--- config.mk ---
export PLATFORM = sky130hd
export DESIGN_NAME = rm_violation_reporter_flat
export DESIGN_NICKNAME = d
export VERILOG_FILES = /design/src/rtl/rm_pkg.sv /design/src/rtl/rm_violation_reporter_if.sv /design/src/rtl/rm_viol_fifo.sv /design/src/rtl/rm_violation_reporter.sv /design/src/flat_wrapper.sv
export SDC_FILE = /design/constraint.sdc
export NUM_CORES = 2
export LEC_CHECK = 0
export BUFFER_PORTS_ARGS = -buffer_cell sky130_fd_sc_hd__buf_2
export CAP_MARGIN = 25
export CORE_MARGIN = 2
export CORE_UTILIZATION = 38
export CTS_CLUSTER_SIZE = 40
export DETAILED_ROUTE_END_ITERATION = 10
export GPL_TIMING_DRIVEN = 0
export PLACE_DENSITY = 0.7
export SLEW_MARGIN = 20
export SYNTH_ARGS = -nofsm -noshare
export SYNTH_HDL_FRONTEND = slang
export SYNTH_HIERARCHICAL = 1
export SYNTH_SLANG_ARGS = --single-unit
export TNS_END_PERCENT = 50
--- constraint.sdc ---
create_clock -name clk_i -period 10.4 [get_ports clk_i]
set_clock_uncertainty 0.05 [all_clocks]
set_input_delay 1.04 -clock clk_i [delete_from_list [all_inputs] [get_ports clk_i]]
set_output_delay 1.04 -clock clk_i [all_outputs]
set_load 0.05 [all_outputs]
--- src/rtl/rm_pkg.sv ---
// Shared types and helpers for the rule-monitor violation reporter.
// Record layout and lowest-set-bit grant used by the reporter and its FIFO.
package rm_pkg;

  localparam int RM_NUM_RULES = 149;
  localparam int RM_ID_W      = $clog2(RM_NUM_RULES);
  localparam int RM_TS_W      = 16;

  typedef struct packed {
    logic [RM_ID_W-1:0] id;
    logic [RM_TS_W-1:0] ts;
  } rm_viol_t;

  function automatic logic [RM_NUM_RULES-1:0] rm_lsb_onehot(
    input logic [RM_NUM_RULES-1:0] v
  );
    return v & (-v);
  endfunction

endpackage

--- src/rtl/rm_violation_reporter_if.sv ---
// Valid/ready record channel from the violation reporter to the CSR side.
// The reporter drives the master modport, the consumer the slave one.
interface rm_violation_reporter_if
  import rm_pkg::*;
#(
  parameter int ID_W = RM_ID_W,
  parameter int TS_W = RM_TS_W
);

  logic            viol_valid_o;
  logic            viol_ready_i;
  logic [ID_W-1:0] viol_id_o;
  logic [TS_W-1:0] viol_ts_o;

  modport master (
    output viol_valid_o,
    output viol_id_o,
    output viol_ts_o,
    input  viol_ready_i
  );

  modport slave (
    input  viol_valid_o,
    input  viol_id_o,
    input  viol_ts_o,
    output viol_ready_i
  );

endinterface

--- src/rtl/rm_viol_fifo.sv ---
// Synchronous FIFO of violation records with registered storage.
// Head is read straight from storage so it is stable until popped.
module rm_viol_fifo
  import rm_pkg::*;
#(
  parameter int DEPTH = 8,
  localparam int AW = $clog2(DEPTH)
) (
  input  logic     clk_i,
  input  logic     rst_i,
  input  logic     push_i,
  input  rm_viol_t data_i,
  input  logic     pop_i,
  output rm_viol_t data_o,
  output logic     full_o,
  output logic     empty_o,
  output logic [AW:0] count_o
);

  rm_viol_t      mem [DEPTH];
  logic [AW-1:0] wptr;
  logic [AW-1:0] rptr;
  logic [AW:0]   count;
  logic          do_push;
  logic          do_pop;

  assign do_pop  = pop_i & (count != '0);
  assign do_push = push_i & (!full_o | do_pop);

  always_ff @(posedge clk_i) begin
    if (rst_i) begin
      wptr  <= '0;
      rptr  <= '0;
      count <= '0;
      for (int i = 0; i < DEPTH; i++) begin
        mem[i] <= '0;
      end
    end else begin
      if (do_push) begin
        mem[wptr] <= data_i;
        wptr      <= wptr + AW'(1);
      end
      if (do_pop) begin
        rptr <= rptr + AW'(1);
      end
      count <= count + (AW+1)'(do_push)
                     - (AW+1)'(do_pop);
    end
  end

  assign data_o  = mem[rptr];
  assign full_o  = (count == (AW+1)'(DEPTH));
  assign empty_o = (count == '0);
  assign count_o = count;

endmodule

--- src/rtl/rm_violation_reporter.sv ---
// Captures rule-flag rising edges, serialises them lowest-index-first
// into a record FIFO, and tracks coalesced events and the interrupt.
module rm_violation_reporter
  import rm_pkg::*;
#(
  parameter int NUM_RULES  = RM_NUM_RULES,
  parameter int FIFO_DEPTH = 8,
  parameter int TS_W       = RM_TS_W,
  parameter int DROP_W     = 8
) (
  input  logic                 clk_i,
  input  logic                 lane_reset_i,
  input  logic [NUM_RULES-1:0] monitor_i,
  input  logic [NUM_RULES-1:0] mask_i,
  input  logic                 enable_i,
  input  logic                 clear_i,
  rm_violation_reporter_if.master viol,
  output logic [NUM_RULES-1:0] pending_o,
  output logic                 overflow_o,
  output logic [DROP_W-1:0]    drop_cnt_o,
  output logic                 irq_o
);

  localparam int ID_W = $clog2(NUM_RULES);
  localparam int CW   = $clog2(FIFO_DEPTH) + 1;
  localparam int PC_W = $clog2(NUM_RULES + 1);
  localparam int SW   =
    (DROP_W > PC_W ? DROP_W : PC_W) + 1;

  logic [NUM_RULES-1:0] monitor_q;
  logic [NUM_RULES-1:0] pending;
  logic [NUM_RULES-1:0] rise;
  logic [NUM_RULES-1:0] grant_oh;
  logic [NUM_RULES-1:0] drops;
  logic [NUM_RULES-1:0] pending_next;
  logic [ID_W-1:0]      grant_idx;
  logic [TS_W-1:0]      ts;
  logic [PC_W-1:0]      drop_pc;
  logic [SW-1:0]        drop_sum;
  logic [DROP_W-1:0]    drop_base;
  logic [DROP_W-1:0]    drop_next;
  logic                 overflow_next;
  logic                 push;
  logic                 pop;
  logic                 push_ok;
  logic                 full;
  logic                 empty;
  logic [CW-1:0]        count;
  logic [CW-1:0]        count_next;
  rm_viol_t             wrec;
  rm_viol_t             head;

  assign rise = monitor_i & ~monitor_q & ~mask_i
              & {NUM_RULES{enable_i}};

  assign pop      = viol.viol_valid_o & viol.viol_ready_i;
  assign push_ok  = !full | pop;
  assign grant_oh = (pending != '0 && push_ok)
                  ? rm_lsb_onehot(pending) : '0;
  assign push     = |grant_oh;

  // A bit granted this cycle may rise again without being a drop.
  assign drops        = pending & ~grant_oh & rise;
  assign pending_next = (pending & ~grant_oh) | rise;

  always_comb begin
    grant_idx = '0;
    for (int i = NUM_RULES - 1; i >= 0; i--) begin
      if (pending[i]) grant_idx = ID_W'(i);
    end
  end

  always_comb begin
    drop_pc = '0;
    for (int i = 0; i < NUM_RULES; i++) begin
      drop_pc = drop_pc + PC_W'(drops[i]);
    end
  end

  assign drop_base = clear_i ? '0 : drop_cnt_o;
  assign drop_sum  = SW'(drop_base) + SW'(drop_pc);
  assign drop_next =
    (drop_sum > SW'({DROP_W{1'b1}}))
      ? '1 : DROP_W'(drop_sum);
  assign overflow_next =
    (overflow_o & ~clear_i) | (drops != '0);

  assign count_next = count + CW'(push) - CW'(pop);

  assign wrec = '{id: grant_idx, ts: ts};

  rm_viol_fifo #(
    .DEPTH (FIFO_DEPTH)
  ) u_fifo (
    .clk_i   (clk_i),
    .rst_i   (lane_reset_i),
    .push_i  (push),
    .data_i  (wrec),
    .pop_i   (pop),
    .data_o  (head),
    .full_o  (full),
    .empty_o (empty),
    .count_o (count)
  );

  assign viol.viol_valid_o = ~empty;
  assign viol.viol_id_o    = head.id;
  assign viol.viol_ts_o    = head.ts;

  always_ff @(posedge clk_i) begin
    if (lane_reset_i) begin
      monitor_q  <= '0;
      pending    <= '0;
      ts         <= '0;
      overflow_o <= 1'b0;
      drop_cnt_o <= '0;
      irq_o      <= 1'b0;
    end else begin
      monitor_q  <= monitor_i;
      pending    <= pending_next;
      ts         <= ts + TS_W'(1);
      overflow_o <= overflow_next;
      drop_cnt_o <= drop_next;
      irq_o      <= (count_next != '0)
                  | (pending_next != '0)
                  | overflow_next;
    end
  end

  assign pending_o = pending;

endmodule

--- src/flat_wrapper.sv ---
// flat-port wrapper written by rule: the top's interface ports become plain ports
module rm_violation_reporter_flat import rm_pkg::*;
#(
  parameter int NUM_RULES  = RM_NUM_RULES,
  parameter int FIFO_DEPTH = 8,
  parameter int TS_W       = RM_TS_W,
  parameter int DROP_W     = 8
)
  (clk_i, lane_reset_i, monitor_i, mask_i, enable_i, clear_i, pending_o, overflow_o, drop_cnt_o, irq_o, viol_viol_valid_o, viol_viol_id_o, viol_viol_ts_o, viol_viol_ready_i);
  rm_violation_reporter_if #(.TS_W(TS_W)) viol_i ();
  input  logic clk_i;
  input  logic lane_reset_i;
  input  logic [NUM_RULES-1:0] monitor_i;
  input  logic [NUM_RULES-1:0] mask_i;
  input  logic enable_i;
  input  logic clear_i;
  output logic [NUM_RULES-1:0] pending_o;
  output logic overflow_o;
  output logic [DROP_W-1:0] drop_cnt_o;
  output logic irq_o;
  output wire logic [$bits(viol_i.viol_valid_o)-1:0] viol_viol_valid_o;
  output wire logic [$bits(viol_i.viol_id_o)-1:0] viol_viol_id_o;
  output wire logic [$bits(viol_i.viol_ts_o)-1:0] viol_viol_ts_o;
  input wire logic [$bits(viol_i.viol_ready_i)-1:0] viol_viol_ready_i;
  assign viol_viol_valid_o = viol_i.viol_valid_o;
  assign viol_viol_id_o = viol_i.viol_id_o;
  assign viol_viol_ts_o = viol_i.viol_ts_o;
  assign viol_i.viol_ready_i = viol_viol_ready_i;
  rm_violation_reporter #(.NUM_RULES(NUM_RULES), .FIFO_DEPTH(FIFO_DEPTH), .TS_W(TS_W), .DROP_W(DROP_W)) u_core (.clk_i(clk_i), .lane_reset_i(lane_reset_i), .monitor_i(monitor_i), .mask_i(mask_i), .enable_i(enable_i), .clear_i(clear_i), .viol(viol_i), .pending_o(pending_o), .overflow_o(overflow_o), .drop_cnt_o(drop_cnt_o), .irq_o(irq_o));
endmodule
==> flow_summary.json <==
{
  "multi_input_area_um2": 17140,
  "floorplan.initialDensity": 0.3832,
  "wl_per_cell_um": 29.88,
  "cts_inserted_buffers": 60,
  "slowest_stage": "nor4bb_1",
  "cts_hold_buf": 0,
  "async_reset_ff_frac": 0,
  "critical_path_required_ns": 10.86,
  "fin_nets": 4220,
  "hold_slack_ns": 0.4375,
  "coreArea_um2": 78740,
  "grt_usage": 0.3432,
  "via_count": 28850,
  "cts_buffer_depth": 3,
  "layout-drive-gt1-share": 0.2599,
  "ys_types": 88,
  "grt_max_degree": 25,
  "arrival_ns": 10.96,
  "critPathMaxFanout": 11,
  "grt_setup_unrepaired": "yes",
  "wirelength_um": 144400,
  "synth_area_um2": 30180,
  "critical_path.max_stage_delay_ns": 0.74,
  "placed_area_um2": 34270,
  "die_y_um": 285.8,
  "hold_class": "reg2reg",
  "power_mw": 6.795,
  "status": "finished with violations",
  "fmax_ghz": 0.09517,
  "grt_pass1_wl_um": 199500,
  "path_buf_inv": 7,
  "clk_latency_ns": 0.67,
  "gp_congestion": 1.072,
  "dieArea_um2": 81680,
  "dp_hpwl_um": 116200,
  "grt_overflow": 0,
  "violations": "setup timing",
  "layout.cells.non_filler": 4834,
  "cts.sinks": 529,
  "min_period_ns": 10.51,
  "antenna_found_initial": 15,
  "fillCellCount": 7542,
  "placed_cells": 4664,
  "setup_violations": 8,
  "yosysWarnings": 6,
  "period_share": 1.010,
  "worst_setup_path_start_kind": "input port",
  "syn_to_final_growth_pct": 24.71,
  "synth_edf_count": 192,
  "grt_pass1_vias": 27840,
  "hold_viol_final": 0,
  "cts.clk_slew.worst_paths_ns": 0.06,
  "relSlewSlack": 0.1742,
  "yosysSeqAreaShare": 0.4146,
  "die_w_um": 285.8,
  "worstMarginPinSlew_ns": 1.239,
  "drtIter0Drc": 3549,
  "layout_common_cells": "buf_2, nor2_1, dfxtp_1",
  "timing.critical_path.max_delay_family": "adder cells",
  "io_buffers": 486,
  "ant_nets": 0,
  "drv_slew": 0,
  "drc": 0,
  "syn_inst": 3107,
  "drt_first_pass_iters": 6,
  "peakVddDrop_mv": 0.1466,
  "crit_top_cell": "fa_1",
  "via_per_inst": 5.968,
  "p_per_area_nw_per_um2": 180.6,
  "rows": 103,
  "cp-end-kind": "flip-flop",
  "cts_tree": "done",
  "root_buffer": "clkbuf_16",
  "power.leakage_nw": 15.77,
  "max-cap-violations": 0,
  "critPathKind": "in2reg",
  "seq_area_um2": 12530,
  "htree_num_levels": 2,
  "synth_flop_cell": "dfxtp_1",
  "syn_nets": 3602,
  "layout_commonest_cell": "buf_2",
  "io_pins": 487,
  "fin_area_um2": 37630,
  "syn_avg_cell_area_um2": 9.712,
  "ys_ff_latch": 529,
  "finalWorstSetupSlack_ns": -0.1079
}
## state kept, by name (all words and copies together), names as in the netlist, named ones only
| name | cells |
|---|---|
| u_core/u_fifo/rptr | 3 |
| u_core/drop_cnt_o | 8 |
| u_core/u_fifo/wptr | 3 |
| u_core/irq_o | 1 |
| u_core/u_fifo/mem | 192 |
| u_core/pending_o | 149 |
| u_core/u_fifo/count_o | 4 |
| u_core/ts | 16 |
| u_core/overflow_o | 1 |
| u_core/monitor_q | 149 |
## cell families (layout without fill, tap and decap cells)
| kind of cell | Yosys count | in the layout | synth area share |
|---|---|---|---|
| AND/OR/NAND/NOR | 1480 | 1480 | 0.2751 |
| flip-flops | 529 | 529 | 0.4146 |
| other | 0 | 9 | 0 |
| multiplexers | 76 | 76 | 0.04619 |
| buffers and inverters | 360 | 1028 | 0.04826 |
| adder cells (fa/ha/maj) | 194 | 194 | 0.1156 |
| AO/OA/AOI/OAI | 444 | 444 | 0.09325 |
| XOR/XNOR | 24 | 24 | 0.006966 |
## report_power, final
part | total (mW) | leakage, nW | switching (mW) | internal [mW]
combinational | 2.17 | 9.99 | 1.46 | 0.710
sequential | 2.48 | 4.79 | 0.118 | 2.36
clock | 2.15 | 0.985 | 0.935 | 1.21
## Yosys cell counts (13+ instances only)
library cell    n  area share
mux2_2         26      0.0097
o21a_1         17      0.0042
edfxtp_1      192        0.19
fa_1          142       0.094
or4_1          34      0.0085
o31ai_1        22      0.0055
ha_1           50       0.021
clkbuf_1      112       0.014
buf_2          22      0.0036
mux4_2         48       0.036
nor4_1         89       0.018
nand2_1       181       0.023
xnor2_1        13      0.0038
nand3_1        85       0.014
a31oi_1        25      0.0052
nor4bb_1      120       0.040
and3_1         19      0.0039
o21ai_0        48      0.0080
a21oi_1       195       0.032
nand4_1        64       0.013
nor2b_1       176       0.036
or4bb_1        26      0.0097
inv_1         201       0.025
and4_1         15      0.0044
o211ai_1       20      0.0050
or3_1          28      0.0058
nand2b_1       40      0.0083
and2_1         13      0.0027
nor2_1        482       0.060
nor3_1         44      0.0073
dfxtp_1       337        0.22
## cell type report
cell class | instances | share of cell area
antenna | 9 | 0.0005985
buffer | 146 | 0.02018
clock buffer | 85 | 0.04678
clock inverter | 27 | 0.006716
inverter | 203 | 0.02032
multi-input combinational | 2218 | 0.4554
sequential | 529 | 0.3331
tap | 1050 | 0.03491
timing repair buffer | 567 | 0.08203
## worst paths after layout
check	startpoint	end	slack, ns	cells past startpoint
max	enable_i	u_core/drop_cnt_o[1]	-0.11	30
min	u_core/u_fifo/rptr[2]	flip-flop	0.44	2
max reg2reg	u_core/pending_o[64]	u_core/drop_cnt_o[1]	-0.07	38
min reg2reg	u_core/u_fifo/rptr[2]	flip-flop	0.44	2
## routing by layer
layer  wire, um  track usage  up-vias
met2      63370       0.5303     1901
met5         57            0        -
li1           -            -    12400
met3      16760       0.1026      463
met1      53180       0.4195    14080
met4      11070       0.2165        8
## worst reg2reg max path: cells and delay by family, from the launching register on
kind	cells	cell delay, ns
AO/OA/AOI/OAI	8	1.37
XOR/XNOR	1	0.21
adder cells (fa/ha/maj)	12	5.62
buffers and inverters	11	1.37
flip-flops	1	0.41
AND/OR/NAND/NOR	6	1.24
## stage by stage
step | worst slack (ns) | util | TNS (ns)
5_1_grt | -0.3679 | 0.4776 | -2.764
3_3_place_gp | -4.203 | 0.4311 | -32.94
4_1_cts | 0.003732 | 0.4741 | 0
2_1_floorplan | 0.03372 | - | 0
3_5_place_dp | -1.983 | 0.4353 | -15.27
6_report | -0.1079 | 0.4779 | -0.7231
## repair_timing
action	CTS	global route
pin swaps	36	28
resized for setup	164	40
setup endpoints to repair	8	8
setup buffers	44	15
Power figures use the tool's default switching activity.
